--- src/rtl/fifo_arb_pkg.sv ---
// Shared types and sizing helpers for the FIFO write-port arbiter.
package fifo_arb_pkg;

  typedef enum logic {ARB_IDLE, ARB_OWN} arb_state_t;

  // Width of an index into n requesters; never narrower than one bit.
  function automatic int owner_w(input int n);
    return (n > 1) ? $clog2(n) : 1;
  endfunction

endpackage

--- src/rtl/rr_picker.sv ---
// Combinational round-robin picker: first set bit of req at or above start, with wrap.
module rr_picker import fifo_arb_pkg::*; #(
  parameter int NUM_REQ = 4
) (
  input  logic [NUM_REQ-1:0]          req,
  input  logic [owner_w(NUM_REQ)-1:0] start,
  output logic [owner_w(NUM_REQ)-1:0] winner,
  output logic                        valid
);

  localparam int IW = owner_w(NUM_REQ);

  int idx;

  // Walk offsets from farthest to nearest so the nearest requester overrides.
  always_comb begin
    winner = start;
    valid  = 1'b0;
    idx    = 0;
    for (int k = NUM_REQ - 1; k >= 0; k--) begin
      idx = int'(start) + k;
      if (idx >= NUM_REQ) idx = idx - NUM_REQ;
      if (req[IW'(idx)]) begin
        winner = IW'(idx);
        valid  = 1'b1;
      end
    end
  end

endmodule

--- src/rtl/fifo_wr_arbiter.sv ---
// Round-robin arbiter sharing one FIFO write port among NUM_REQ producers.
// Define FIFO_WR_ARB_BURST_EN for packet/burst grants; otherwise every grant is one beat.
module fifo_wr_arbiter import fifo_arb_pkg::*; #(
  parameter int NUM_REQ    = 4,
  parameter int DATA_WIDTH = 8,
  parameter int MAX_BURST  = 4
) (
  input  logic                          wclk,
  input  logic                          wrst_n,
  input  logic [NUM_REQ-1:0]            req,
  input  logic [NUM_REQ*DATA_WIDTH-1:0] req_data,
  input  logic [NUM_REQ-1:0]            req_last,
  output logic [NUM_REQ-1:0]            gnt,
  input  logic                          wfull,
  output logic                          winc,
  output logic [DATA_WIDTH-1:0]         wdata,
  output logic                          busy,
  output logic [owner_w(NUM_REQ)-1:0]   owner
);

  localparam int            OW       = owner_w(NUM_REQ);
  localparam logic [OW-1:0] LAST_IDX = OW'(NUM_REQ - 1);

  arb_state_t    state, state_nxt;
  logic [OW-1:0] owner_nxt, rr_ptr, rr_nxt, pick;
  logic          pick_vld, beat, rel_own;

  rr_picker #(.NUM_REQ(NUM_REQ)) u_pick (
    .req    (req),
    .start  (rr_ptr),
    .winner (pick),
    .valid  (pick_vld)
  );

  // Beat accept is combinational so the FIFO sees winc before the edge it writes on.
  assign beat  = (state == ARB_OWN) && req[owner] && !wfull;
  assign gnt   = beat ? (NUM_REQ'(1) << owner) : '0;
  assign winc  = beat;
  assign wdata = req_data[owner*DATA_WIDTH +: DATA_WIDTH];
  assign busy  = (state == ARB_OWN);

`ifdef FIFO_WR_ARB_BURST_EN
  localparam int CW = $clog2(MAX_BURST + 1);

  logic [CW-1:0] beat_cnt, cnt_nxt;

  // Last-beat and burst-cap on the same beat collapse into one release.
  assign rel_own = (state == ARB_OWN) &&
                   (!req[owner] ||
                    (beat && (req_last[owner] || beat_cnt == CW'(MAX_BURST - 1))));

  always_comb begin
    cnt_nxt = beat_cnt;
    if (state == ARB_IDLE) cnt_nxt = '0;
    else if (beat)         cnt_nxt = beat_cnt + 1'b1;
  end

  always_ff @(posedge wclk or negedge wrst_n) begin
    if (!wrst_n) beat_cnt <= '0;
    else         beat_cnt <= cnt_nxt;
  end
`else
  logic unused_cfg;
  assign unused_cfg = ^req_last ^ (MAX_BURST > 0);
  assign rel_own    = (state == ARB_OWN) && (!req[owner] || beat);
`endif

  always_comb begin
    state_nxt = state;
    owner_nxt = owner;
    rr_nxt    = rr_ptr;
    case (state)
      ARB_IDLE: begin
        if (pick_vld) begin
          state_nxt = ARB_OWN;
          owner_nxt = pick;
        end
      end
      ARB_OWN: begin
        if (rel_own) begin
          state_nxt = ARB_IDLE;
          rr_nxt    = (owner == LAST_IDX) ? '0 : owner + 1'b1;
        end
      end
      default: state_nxt = ARB_IDLE;
    endcase
  end

  always_ff @(posedge wclk or negedge wrst_n) begin
    if (!wrst_n) begin
      state  <= ARB_IDLE;
      owner  <= '0;
      rr_ptr <= '0;
    end else begin
      state  <= state_nxt;
      owner  <= owner_nxt;
      rr_ptr <= rr_nxt;
    end
  end

endmodule

--- config.mk ---
export PLATFORM = sky130hd
export DESIGN_NAME = fifo_wr_arbiter
export DESIGN_NICKNAME = d
export VERILOG_FILES = /design/src/rtl/fifo_arb_pkg.sv /design/src/rtl/rr_picker.sv /design/src/rtl/fifo_wr_arbiter.sv
export SDC_FILE = /design/constraint.sdc
export NUM_CORES = 1
export LEC_CHECK = 0
export CORE_UTILIZATION = 33
export CTS_BUF_LIST = sky130_fd_sc_hd__clkbuf_8
export DETAILED_ROUTE_END_ITERATION = 8
export PLACE_DENSITY = 0.89
export REMOVE_ABC_BUFFERS = 1
export SLEW_MARGIN = 10
export SYNTH_ARGS = -nofsm -noshare
export SYNTH_HDL_FRONTEND = slang
export SYNTH_SLANG_ARGS = --single-unit
--- constraint.sdc ---
create_clock -name wclk -period 4.4 [get_ports wclk]
set_clock_uncertainty 0.1 [all_clocks]
set_input_delay 0.88 -clock wclk [delete_from_list [all_inputs] [get_ports wclk]]
set_output_delay 0.88 -clock wclk [all_outputs]
set_load 0.01 [all_outputs]
# Yosys cells after proc, flatten, opt, wreduce, memory -nomap -nowiden
# Index checks and enable logic that the tools add are counted.
[word_totals]
inputBits = 43
regBits = 5
output_inout_bits = 16
[op_classes]
n_reduce_logical = 8
add_sub_neg = 8
order_cmp = 9
eq_ne = 1
n_shift = 2
bitwise = 1
mux = 31
[op_table]
columns = ["operator", "n"]
rows = [
  ["indexed part select 32 x 6 -> 8 bit", 1],
  ["2-to-1 mux 2 bit", 9],
  ["less-than comparator 2 x 4 -> 1 bit (second input constant)", 4],
  ["2-to-1 mux 1 bit", 15],
  ["binary-select mux 1 bit (select 2 bit)", 5],
  [">= comparator 3 bit (second input constant)", 3],
  ["subtractor 2 x 1 -> 2 bit (second input constant)", 4],
  ["adder 2 x 2 -> 3 bit (second input constant)", 2],
  ["2-to-1 mux 4 bit", 1],
  ["AND reduction 2 bit", 2],
  ["left shift 1 x 2 -> 4 bit (first input constant)", 1],
  ["adder 2 x 1 -> 3 bit (second input constant)", 1],
  [">= comparator 2 x 3 -> 1 bit (second input constant)", 1],
  ["logical AND 1 bit", 3],
  ["less-than comparator 2 x 3 -> 1 bit (second input constant)", 1],
  ["adder 2 x 1 -> 2 bit (second input constant)", 1],
  ["== test 2 bit (second input constant)", 1],
  ["logical NOT 1 bit", 2],
  ["case mux 1 bit (2 select lines)", 1],
  ["logical OR 1 bit", 1],
  ["inverter 1 bit", 1],
]

# Longest topological paths before layout
# Gate-level depths: netlist (run 1).
[logic_depth]
depth_word = 12
depth_mapped = 5
mapped_depth_nobuf = 4

# By module
# A second synthesis (run 1) with hierarchy kept.
[unflattened]
cells_unflattened = 60
hier_area_um2 = 663.1
[by_module_without_submodules]
columns = ["module", "area_each_um2", "cells_per_inst", "n_inst"]
rows = [
  ["fifo_wr_arbiter", 563.0, 44, 1],
  ["rr_picker", 100.1, 16, 1],
]

# Least setup slack after synthesis (run 1)
# Ideal clock, no wire load.
[synth_timing]
path_kind = "input -> output"
from = "in req[2]"
to = "out gnt[0]"
n_path_buf = 0
arrival_ns = 1.727
slack_ns = 1.693
cell_stages = 4
required_ns = 3.420
cell_sequence = "mux2_1 -> nor2_1 -> a2111oi_4 -> and2_1"
[synth_via]
elab_chain_len = 5
[synth_rtl]
columns = ["element", "line_no", "text"]
rows = [
  ["from (decl)", "fifo_wr_arbiter.sv:10", "input logic [NUM_REQ-1:0] req,"],
  ["binary-select mux 1 bit (select 2 bit)", "fifo_wr_arbiter.sv:36", "assign beat = (state == ARB_OWN) && req[owner] && !wfull;"],
  ["2-to-1 mux 1 bit (implied by the code)", "fifo_wr_arbiter.sv:36", ""],
  ["logical AND 1 bit (2 in a row)", "fifo_wr_arbiter.sv:36", ""],
  ["named net winc", "fifo_wr_arbiter.sv:15", "output logic winc,"],
  ["2-to-1 mux 4 bit", "fifo_wr_arbiter.sv:37", "assign gnt = beat ? (NUM_REQ'(1) << owner) : '0;"],
  ["to (decl)", "fifo_wr_arbiter.sv:13", "output logic [NUM_REQ-1:0] gnt,"],
]
# The timed path passes the listed nets, and every way through them passes these cells. The select of a mux whose other input is x is not followed.

# Worst setup path in the final report (run 1)
[layout_timing]
from = "in req[0]"
to = "out gnt[2]"
[layout_via]
elab_chain_len = 5
[layout_rtl]
columns = ["element", "line_no"]
rows = [
  ["binary-select mux 1 bit (select 2 bit)", "fifo_wr_arbiter.sv:36"],
  ["2-to-1 mux 1 bit (implied by the code)", "fifo_wr_arbiter.sv:36"],
  ["logical AND 1 bit (2 in a row)", "fifo_wr_arbiter.sv:36"],
  ["2-to-1 mux 4 bit", "fifo_wr_arbiter.sv:37"],
]
# No other way between the ends. The select of a mux whose other input is x is not followed.

==> impl_metrics.yaml, run 1 <==
finish:
  antenna_cells: 0
  final_common_cell: "clkdlybuf4s50_1"
  final_layout_size_suffix_gt1_frac: 0.115
  n_fill_cell: 130
  fin_cells: 138
  postLayoutCellArea_mm2: 0.00122
  post-route-util: 0.701
  nNetsFinal: 161
  final_cell_mix: "54 x clkdlybuf4s50_1, 8 x mux4_2, 7 x nand2_1"
  area_growth_pct: 96.4
die:
  die_h_um: 45.5
  start_util: 0.357
  rows: 15
  die-area_mm2: 0.00207
  core_area_mm2: 0.00175
  io_pins: 59
  fp.dieW_um: 45.5
cts:
  tritoncts: "yes"
  clock_path_buffers: 2
  h-tree-depth: 1
  clkLatencyLatePin_ns: 0.22
  cts_resized: 0
  ctsHoldBuffers: 0
  cts-buffers-inserted: 3
  cts_setup_buffers: 0
  cts_sinks: 5
  path_clk_slew_ns: 0.03
  clockRootBuffer: "clkbuf_8"
detailed_routing:
  routed_wl_um: 2270
  drt_iter0_drc: 19
  ant_nets: 0
  viasPerCell: 5.22
  wire_per_inst_um: 16.5
  via_count: 720
  drtPass1Iterations: 4
  drc: 0
status:
  outcome: "finished clean"
logic_synthesis:
  ys_seq_elements: 5
  synth-seq-area-share: 0.201
  yosys_warnings: 0
  syn-instance-count: 58
  syn_area_um2: 623
  netlist.top_cell.by_area: "mux4_2"
  avgSynthCellArea_um2: 10.7
  synth_top_area_frac: 0.289
  ys_types: 24
  synth_area_leaders: "mux4_2 29%, dfrtp_1 20%, ha_1 8.0%"
placed_design:
  portBuffers: 54
  dp_cells: 134
  place_area_mm2: 0.00118
  dp_hpwl_um: 1870
  pre_cts_ws_ns: 0.502
  gp_congestion: 0.830
setup_path:
  crit_top_cell: "clkdlybuf4s50_1"
  cpPeakStageDelay_ns: 0.58
  crit_arrival_ns: 2.92
  required_ns: 3.42
  endpoint_kind: "output pin"
  critPathLaunchType: "input port"
  r2r_slack_ns: 2.45
  slowest_stage: "clkdlybuf4s50_1"
  path_class: "input port to output pin"
  crit_path_max_fanout: 7
  path_cells: "clkdlybuf4s50_1 > mux2_1 > nor2_1 > a2111oi_4 > and2_1 > clkdlybuf4s50_1"
sta:
  postLayoutSetupSlackWorst_ns: 0.498
  finalCriticalPeriod_ns: 3.90
  finalSetupViolations: 0
  rsz0062_at_grt: "false"
  hold_slack_ns: 0.492
  tns_ns: 0
  fmax_mhz: 256
  slew_viol_final: 0
  finalHoldViolCount: 0
  relSlewSlack: 0.449
  fin_crit_sh: 0.887
  worst_slew_pin_slew_ns: 0.827
pwr:
  p_clk_frac: 0.130
  totalPowerFinal_mw: 0.623
  ir_worst_vdd_uv: 386
  switching_share: 0.385
  power.switching_mw: 0.240
  comb_power_share: 0.639
  p_int_mw: 0.383
  power_density_mw_per_mm2: 509
  p_leak_nw: 0.480
  seqPwrFrac: 0.231
global_routing:
  grt_pass1_vias: 641
  grt_use_total: 0.235
  grt_pass1_wl_um: 3260
  grt_max_degree: 20
  overflow: 0
  antenna_found_initial: 0
run:
  maxCapViolations: 0
min_path:
  hold_class: "flop to flop"
-- critical path: cells and delay by family --
kind | cells | cell delay (ns)
buf+inv | 2 | 1.12
compound gates | 1 | 0.46
simple gates | 2 | 0.26
mux | 1 | 0.19
-- cell usage after synthesis --
master	n
mux4_2	8
nand2_1	7
dfrtp_1	5
and2_1	4
ha_1	4
inv_1	4
a21oi_1	3
nor2_1	3
a21o_1	2
mux2i_1	2
nand2b_1	2
o22ai_1	2
a2111oi_4	1
a32o_1	1
buf_1	1
buf_2	1
buf_4	1
mux2_1	1
mux2_2	1
nand4b_1	1
o21ai_0	1
o221ai_1	1
o31ai_1	1
o41ai_1	1
-- power groups by stage --
stage,combinational (mW),sequential (mW),clock [mW]
2_1_floorplan,0.206,0.135,0
3_3_place_gp,0.382,0.143,0
3_5_place_dp,0.399,0.146,0
4_1_cts,0.400,0.145,0.0831
5_1_grt,0.427,0.154,0.0877
6_report,0.398,0.144,0.0809
-- flip-flops by register name, summed over array words and instances (netlist names) --
signal  flops
busy        1
rr_ptr      2
owner       2
-- layout make-up --
cell class / count / area [µm²] / share of cell area
repair buffers: 54 / 541 / 0.442
multi-input cells: 46 / 467 / 0.381
flip-flops and latches: 5 / 125 / 0.102
inverters: 4 / 15.0 / 0.0123
clock inverters: 1 / 3.75 / 0.00307
well taps: 25 / 31.3 / 0.0256
clock buffers: 3 / 41.3 / 0.0337
-- final timing paths --
check                          start  cells after the start        end
setup / recovery              req[0]                      6     gnt[2]
hold / removal             rr_ptr[0]                      1  rr_ptr[0]
min in group asynchronous     wrst_n                      1   owner[1]
hold reg to reg            rr_ptr[0]                      1  rr_ptr[0]
max in group asynchronous     wrst_n                      1  rr_ptr[0]
setup reg to reg            owner[1]                      3  rr_ptr[1]
-- cells by family after synthesis --
| kind of cell | Yosys count | share of synthesized area |
|---|---|---|
| AND/OR/NAND/NOR | 17 | 0.135 |
| AO/OA/AOI/OAI | 13 | 0.177 |
| multiplexers | 12 | 0.357 |
| buffers and inverters | 7 | 0.0502 |
| flip-flops | 5 | 0.201 |
| adder cells (fa/ha/maj) | 4 | 0.0803 |
-- routing by layer --
metal | GRT usage | routed length [µm] | vias to the layer above | part of all wire
met4 | 0.109 | 36 | 0 | 0.016
met2 | 0.403 | 1090 | 49 | 0.48
met5 | 0 | 0 | - | 0
met3 | 0.0714 | 256 | 4 | 0.11
li1 | - | - | 333 | -
met1 | 0.265 | 894 | 334 | 0.39
(Power assumes the default switching activity.)
==> inputs of run 2 (changes only) <==
--- a/config.mk
+++ b/config.mk
@@ -7,9 +7,11 @@
 export LEC_CHECK = 0
 export CORE_UTILIZATION = 33
 export CTS_BUF_LIST = sky130_fd_sc_hd__clkbuf_8
+export CTS_CLUSTER_SIZE = 24
 export DETAILED_ROUTE_END_ITERATION = 8
 export PLACE_DENSITY = 0.89
 export REMOVE_ABC_BUFFERS = 1
+export SKIP_CTS_REPAIR_TIMING = 1
 export SLEW_MARGIN = 10
 export SYNTH_ARGS = -nofsm -noshare
 export SYNTH_HDL_FRONTEND = slang
==> results of run 2 <==
Same layout as run 1: the final DEF is identical, and so are final timing and power.
